$ cat src/rtl/ascii_uart_tx.sv
// rtl/ascii_uart_tx.sv - buffered UART transmitter for the ASCII message stream.
// Characters queue in a small FIFO and leave LSB first with optional parity and 1/2 stop bits.
module ascii_uart_tx #(
  parameter int CLKS_PER_BIT = 16,
  parameter int FIFO_DEPTH   = 4,
  parameter int PARITY_EN    = 0,
  parameter int PARITY_ODD   = 0,
  parameter int STOP_BITS    = 1
) (
  input  logic                          clk,
  input  logic                          reset,
  input  logic [7:0]                    in_data,
  input  logic                          in_valid,
  output logic                          in_ready,
  output logic                          tx,
  output logic                          busy,
  output logic [$clog2(FIFO_DEPTH):0]   fifo_count
);
  localparam int AW = $clog2(FIFO_DEPTH);
  localparam int CW = AW + 1;
  localparam int BW = (CLKS_PER_BIT > 1) ? $clog2(CLKS_PER_BIT) : 1;
  localparam logic [BW-1:0] BAUD_LAST = BW'(CLKS_PER_BIT - 1);
  localparam logic [2:0]    STOP_LAST = 3'(STOP_BITS - 1);

  typedef enum logic [2:0] {IDLE, START, DATA, PARITY, STOP} state_t;

  state_t          state_q, state_d;
  logic [BW-1:0]   baud_q, baud_d;
  logic [2:0]      bit_q, bit_d;
  logic [7:0]      shift_q, shift_d;
  logic            par_q, par_d;
  logic            tx_q, tx_d;
  logic [AW-1:0]   wr_ptr_q, wr_ptr_d, rd_ptr_q, rd_ptr_d;
  logic [CW-1:0]   count_q, count_d;
  logic [7:0]      mem_q [FIFO_DEPTH];
  logic            push, pop, fifo_empty, baud_done;
  logic [7:0]      head;

  assign in_ready   = (count_q < CW'(FIFO_DEPTH));
  assign push       = in_valid && in_ready;
  assign fifo_empty = (count_q == '0);
  assign head       = mem_q[rd_ptr_q];
  assign baud_done  = (baud_q == BAUD_LAST);
  assign tx         = tx_q;
  assign busy       = (state_q != IDLE) || !fifo_empty;
  assign fifo_count = count_q;

  always_comb begin
    state_d = state_q;
    baud_d  = baud_q + BW'(1);
    bit_d   = bit_q;
    shift_d = shift_q;
    par_d   = par_q;
    tx_d    = tx_q;
    pop     = 1'b0;
    unique case (state_q)
      IDLE: begin
        baud_d = '0;
        tx_d   = 1'b1;
        pop    = !fifo_empty;
      end
      START: if (baud_done) begin
        state_d = DATA;
        baud_d  = '0;
        bit_d   = '0;
        tx_d    = shift_q[0];
        shift_d = shift_q >> 1;
      end
      DATA: if (baud_done) begin
        baud_d = '0;
        if (bit_q == 3'd7) begin
          bit_d = '0;
          if (PARITY_EN != 0) begin
            state_d = PARITY;
            tx_d    = par_q;
          end else begin
            state_d = STOP;
            tx_d    = 1'b1;
          end
        end else begin
          bit_d   = bit_q + 3'd1;
          tx_d    = shift_q[0];
          shift_d = shift_q >> 1;
        end
      end
      PARITY: if (baud_done) begin
        state_d = STOP;
        baud_d  = '0;
        bit_d   = '0;
        tx_d    = 1'b1;
      end
      STOP: if (baud_done) begin
        baud_d = '0;
        // bit_q doubles as the stop-bit counter here
        if (bit_q == STOP_LAST) begin
          if (!fifo_empty) pop = 1'b1;
          else state_d = IDLE;
        end else begin
          bit_d = bit_q + 3'd1;
        end
      end
      default: state_d = IDLE;
    endcase
    if (pop) begin
      state_d = START;
      baud_d  = '0;
      shift_d = head;
      par_d   = (^head) ^ (PARITY_ODD != 0);
      tx_d    = 1'b0;
    end
  end

  always_comb begin
    wr_ptr_d = push ? wr_ptr_q + AW'(1) : wr_ptr_q;
    rd_ptr_d = pop  ? rd_ptr_q + AW'(1) : rd_ptr_q;
    count_d  = count_q + CW'(push) - CW'(pop);
  end

  always_ff @(posedge clk or posedge reset) begin
    if (reset) begin
      state_q  <= IDLE;
      baud_q   <= '0;
      bit_q    <= '0;
      shift_q  <= '0;
      par_q    <= 1'b0;
      tx_q     <= 1'b1;
      wr_ptr_q <= '0;
      rd_ptr_q <= '0;
      count_q  <= '0;
    end else begin
      state_q  <= state_d;
      baud_q   <= baud_d;
      bit_q    <= bit_d;
      shift_q  <= shift_d;
      par_q    <= par_d;
      tx_q     <= tx_d;
      wr_ptr_q <= wr_ptr_d;
      rd_ptr_q <= rd_ptr_d;
      count_q  <= count_d;
    end
  end

  always_ff @(posedge clk) begin
    if (push) mem_q[wr_ptr_q] <= in_data;
  end
endmodule
$ cat config.mk
export PLATFORM = sky130hd
export DESIGN_NAME = ascii_uart_tx
export DESIGN_NICKNAME = d
export VERILOG_FILES = /design/src/rtl/ascii_uart_tx.sv
export SDC_FILE = /design/constraint.sdc
export NUM_CORES = 1
export LEC_CHECK = 0
export CAP_MARGIN = 20
export CORE_ASPECT_RATIO = 1.1
export CORE_MARGIN = 2
export CORE_UTILIZATION = 40
export CTS_BUF_LIST = sky130_fd_sc_hd__clkbuf_4
export DETAILED_ROUTE_END_ITERATION = 7
export PLACE_DENSITY = 0.68
export SYNTH_ARGS = -nofsm -noshare
export SYNTH_HDL_FRONTEND = slang
export SYNTH_SLANG_ARGS = --single-unit
$ cat constraint.sdc
create_clock -name clk -period 2.95 [get_ports clk]
set_clock_uncertainty 0.1 [all_clocks]
set_input_delay 0.4425 -clock clk [delete_from_list [all_inputs] [get_ports clk]]
set_output_delay 0.4425 -clock clk [all_outputs]
set_load 0.03 [all_outputs]
======== Yosys cells after proc, flatten, opt, wreduce, memory -nomap -nowiden ========
Memories as Yosys holds them, arrays and structs flattened.
Cells that the tools add are included.
word-level totals
  register bits after elaboration ......... 26
  RAM bits ................................ 32
  bits of input ports ..................... 11
  word-level logic and storage cells ...... 86
  memories ................................ 1
memories
  memory  words  bits a word  read ports  clocked after Yosys merged registers in  wr ports  line  source
  mem_q   4      8            1           0                                        1         35    logic [7:0] mem_q [FIFO_DEPTH];
cells by class
  add/subtract/negate cells ............... 6
  magnitude comparators ................... 1
  eq/ne operators ......................... 19
  muxes and demuxes ....................... 35
  reductions and logical operators ........ 16
operators with widths
  cell                                                  number
  2-to-1 mux 3 bit                                      13
  2-to-1 mux 8 bit                                      4
  inequality test 3 bit (second input constant)         8
  case mux 8 bit (2 select lines)                       1
  case mux 3 bit (5 select lines)                       1
  2-to-1 mux 1 bit                                      10
  logical NOT 3 bit                                     3
  case mux 3 bit (3 select lines)                       1
  nonzero test 3 bit                                    3
  2-to-1 mux 4 bit                                      2
  inequality test 2 bit (second input constant)         4
  case mux 4 bit (2 select lines)                       1
  AND reduction 4 bit                                   2
  AND reduction 8 bit                                   1
  equality test 3 x 2 -> 1 bit (second input constant)  2
  equality test 3 bit (second input constant)           2
  AND reduction 5 bit                                   1
  nonzero test 5 bit                                    1
  adder 2 x 1 -> 2 bit (second input constant)          2
  adder 4 x 1 -> 4 bit (second input constant)          1
  equality test 4 bit (second input constant)           1
  case mux 1 bit (4 select lines)                       1
  OR reduction 4 bit                                    1
  adder 3 x 1 -> 3 bit                                  1
  other kinds (10)                                      10

======== Longest topological paths before layout ========
Gate-level depths: netlist of the first run.
  depth in word-level cells ............... 7
  depth in mapped cells ................... 13
  depth with buffers taken out ............ 13

======== Worst setup path before layout of the first run ========
OpenSTA, ideal clock, no wires.
  path type ............................... flip-flop to flip-flop
  start ................................... register baud_q[0]
  end ..................................... register count_q[2], in the netlist fifo_count[2]
  arrival time ............................ 2.390 ns
  slack ................................... 0.325 ns
  cell stages (with the launch flop) ...... 13
  path buffers ............................ 0
  period minus slack after synthesis ...... 2.625 ns
  path through ............................ dfrtp_1 ha_1 nand3_1 o21ai_2 nand2_1 inv_1 ha_1 inv_1 ha_1 inv_1 fa_1 xnor2_1 xnor2_1
on the way
  word-level cells in the longest chain between the ends .. 4
ends and longest elaborated chain
  item                             line  source
  start: declaration               28    logic [BW-1:0] baud_q, baud_d;
  start signal: assignment         132   baud_q <= baud_d;
  equality test 4 bit              43    assign baud_done = (baud_q == BAUD_LAST);
  2-to-1 mux 1 bit                 92    STOP: if (baud_done) begin
  case mux 1 bit (2 select lines)  56    unique case (state_q)
  subtractor 3 x 1 -> 3 bit        116   count_d = count_q + CW'(push) - CW'(pop);
  net count_d[2]                   34    logic [CW-1:0] count_q, count_d;
  end signal: assignment           139   count_q <= count_d;
  end: declaration                 34
The timed path passes the listed nets, and every way through them passes these cells.
A chain may end at the register's enable or synchronous reset.

======== Worst setup path in the final report of the first run ========
  start ................................... register state_q[0]
  end ..................................... register count_q[2], in the netlist fifo_count[2]
on the way
  word-level cells in the longest chain between the ends .. 3
  elaborated cells on any way between the ends .. 4
  classes of those cells .................. add/sub: 1; eq/ne: 1; mux: 1; reduce/logical: 1
ends and longest elaborated chain
  item                                                      line  source
  start: declaration                                        27    state_t state_q, state_d;
  start signal: assignment                                  131   state_q <= state_d;
  equality test 3 bit or logical NOT 3 bit (tied branches)  56
  case mux 1 bit (2 select lines) *                         56
  subtractor 3 x 1 -> 3 bit *                               116
  net count_d[2]                                            34
The timed path passes the listed nets; every way through them passes the cells marked *.

==> metrics.md, run 1 <==
| Metric | Value |
|---|---|
| Number of synthesized register bits | 58 |
| Slowest cell on crit path | dfrtp_1 |
| Met1 Use GR | 16.7% |
| Clock group share of total power | 27.7% |
| PortBufs | 16 |
| Largest net degree at the start of global routing | 27 |
| Clk_lat worst skew | 0.40 ns |
| Startpoint types | flop |
| GR peak layer | met2 |
| Clk sinks | 58 |
| Initial DRC count | 71 |
| CTS buffer count | 9 |
| Post-synth EDFFs | 32 |
| Ratio of cells with drive above 1 in the final layout | 18.7% |
| Crit path max-delay family | adder cells |
| Met3 GRT Util | 5.88% |
| Netlist cell types | 35 |
| Syn avg cell area | 14.9 um2 |
| Fin. max-slew vios | 0 |
| Worst-path maximum fanout | 7 |
| Net Sw Frac | 30.9% |
| Hold WC Path Type | in -> async |
| Status | completed |
| Cell Int Power | 0.00204 W |
| CTS tree | built |
| Row count | 30 |
| Most common cell in the netlist | edfxtp_1 |
| Initial antenna violation count | 0 |
| Clk buf depth | 2 |
| Synthesized instance count | 171 |
| Unrepaired setup endpoints after global routing | false |
| First-pass GRT wire length | 6710 um |
| Power Total | 0.00296 W |
| Vias | 1373 |
| Most frequent cells after synthesis | edfxtp_1, dfrtp_1, inv_1, ha_1, o21ai_0 |
| Most area-consuming cells after synthesis | edfxtp_1, dfrtp_1, mux4_2 |
| Crit-path cells | or2_1, nor2_2, nand2_1, inv_1, ha_1, inv_1, ha_1, inv_1, fa_1, xnor2_1, xnor2_1 |
| # setup viols final | 0 |
| Slew margin rel. | 60.8% |
| Worst-Margin Slew | 0.588 ns |
| Sequential fraction of the synthesis area | 63.4% |
| Via density | 4.85 |
| # IOs | 17 |
| Die ar. | 0.00702 mm2 |
| Total wire length | 3980 um |
| Sequential share of power | 43.4% |
| CTS Root Cell | clkbuf_4 |
| Syn Nets | 193 |
| Layout area overhead | 18.7% |
| Leading area contributor after synthesis | edfxtp_1 |
| Buffer count from post-CTS setup fixing | 0 |
| Final min period | 2.61 ns |
| Pre-CTS setup slack | 0.358 ns |
| Routed len/inst | 14.0 um |
| Psw | 0.000914 W |
| CP max stage delay | 0.47 ns |
| TritonRoute pass-1 iters | 4 |
| Total Routing Usage GR | 13.2% |
| Ratio of final minimum period to clock period | 88.5% |
| Worst EP required | 3.18 ns |
| Routability cong. | 0.705 |
| GRT met2 Usage | 19.8% |
| TNS Setup | 0 ns |
| Dominant synthesized flop cell | edfxtp_1 |
| Gate power share | 29.0% |
| Leakage | 1.20 nW |
| Fmax | 383 MHz |
| Htree depth | 3 |
| Max-Cap Viols | 0 |
| CTS resizes | 0 |
| CP Capture Type | flop |
| Final ANT Viol Nets | 0 |
| CTS hold repair buffers | 0 |
| Starting Density | 41.3% |
| GR Overflow Total | 0 |
| Final Hold Fails | 0 |
| Critical path buffer and inverter count | 3 |
| Die Y | 87.7 um |
| Die width | 80.1 um |
| Crit Path Category | reg -> reg |
| Core Area | 0.00616 mm2 |
| Reg clk slew, reported paths | 0.11 ns |
| Power per cell area | 979 mW/mm2 |
| Worst path most repeated cell | inv_1 |
| DPL Wire Length | 2720 um |
| Vias in the first global route | 1416 |
| Synth Cell Area | 0.00254 mm2 |
| Worst Slack Setup Final | 0.340 ns |
| Synth top area share | 37.8% |
| Ys Warns | 0 |
| Post-layout nets | 220 |
| Critical Path AT | 2.84 ns |
| ANT cells | 0 |
| Post-synth ARST share | 44.8% |
| Peak supply drop | 0.371 mV |
| DRC Markers | 0 |
[through the flow]
| stage | util (%) | cells | instance area (um2) | hold WS [ns] |
|---|---|---|---|---|
| 2_1_floorplan | - | 171 | 2540 | 0.332 |
| 3_3_place_gp | 45.7 | 267 | 2810 | 0.345 |
| 3_5_place_dp | 45.7 | 267 | 2810 | 0.352 |
| 4_1_cts | 49.1 | 283 | 3020 | 0.268 |
| 5_1_grt | 49.1 | 283 | 3020 | 0.317 |
| 6_report | 49.1 | 283 | 3020 | 0.277 |
[kinds of logic after synthesis]
kind of cell / Yosys count / synth area share (%)
fa+ha+maj: 11 / 5.70
xor+xnor: 7 / 2.41
compound gates: 18 / 4.28
buf+inv: 16 / 2.70
flops: 58 / 63.4
simple gates: 40 / 9.00
mux: 21 / 12.5
[power by group through the flow]
stage / clock network [W] / logic (W) / registers (W)
after floorplan: 0 / 0.000645 / 0.00126
after global placement: 0 / 0.000860 / 0.00130
after detailed placement: 0 / 0.000872 / 0.00130
after CTS: 0.000842 / 0.000875 / 0.00129
after global routing: 0.000882 / 0.000961 / 0.00132
final: 0.000818 / 0.000856 / 0.00128
[layer usage]
metal | wire, um | up-vias
met4 | 57 | 0
met1 | 1790 | 672
met3 | 176 | 7
met5 | 0 | -
li1 | - | 671
met2 | 1950 | 23
[path summary, 6_finish.rpt]
check | start | end | slack (ns) | cells past startpoint
min in group clk | baud_q[0] | baud_q[0] | 0.36 | 1
max in group asynchronous | reset | tx | 2.15 | 3
worst max-delay path | state_q[0] | fifo_count[2] | 0.34 | 11
worst min-delay path | reset | baud_q[3] | 0.28 | 3
worst max register to register | state_q[0] | fifo_count[2] | 0.34 | 11
worst min register to register | baud_q[0] | baud_q[0] | 0.36 | 1
[worst register-to-register path, stage by stage, from the launching register on]
cell,delay [ns]
dfrtp_1,0.47
or2_1,0.29
nor2_2,0.24
nand2_1,0.11
inv_1,0.16
ha_1,0.26
inv_1,0.06
ha_1,0.13
inv_1,0.05
fa_1,0.37
xnor2_1,0.18
xnor2_1,0.13
[cells in the final DEF, fill, tap and decap left out, types with 2 or more instances in the layout]
cell type | synthesis | final
edfxtp_1 | 32 | 32
dfrtp_1 | 25 | 25
clkdlybuf4s50_1 | 0 | 16
inv_1 | 12 | 12
o21ai_0 | 10 | 10
ha_1 | 10 | 10
nand3_1 | 9 | 9
clkbuf_4 | 0 | 9
mux4_2 | 8 | 8
nor2_1 | 7 | 7
xnor2_1 | 6 | 6
mux2i_1 | 6 | 6
nand2_1 | 5 | 5
nand2b_1 | 4 | 4
mux2_2 | 4 | 4
a21oi_1 | 4 | 4
and2_1 | 4 | 4
bufinv_16 | 0 | 4
buf_4 | 0 | 4
mux2_1 | 3 | 3
nor2b_1 | 2 | 2
nand3b_1 | 2 | 2
[state kept, by name (all words and copies together) (netlist names)]
register,count
bit_q,3
wr_ptr_q,2
rd_ptr_q,2
state_q,3
tx,1
fifo_count,3
mem_q,32
baud_q,4
shift_q,8
[area by class of cell]
type                       instances  area (um2)
fill                             562        3140
sequential                        58        1610
multi-input combinational         97         863
timing repair buffer              20         190
clock inverter                     7         141
tap                               80         100
clock buffer                       9        67.6
inverter                          12        45.0
(Power assumes the default switching activity.)
==> run 2: changes to the inputs <==
Settings changed: SLEW_MARGIN set to 20.
==> results of run 2 <==
Final layout, timing and power as in run 1 (identical DEF).
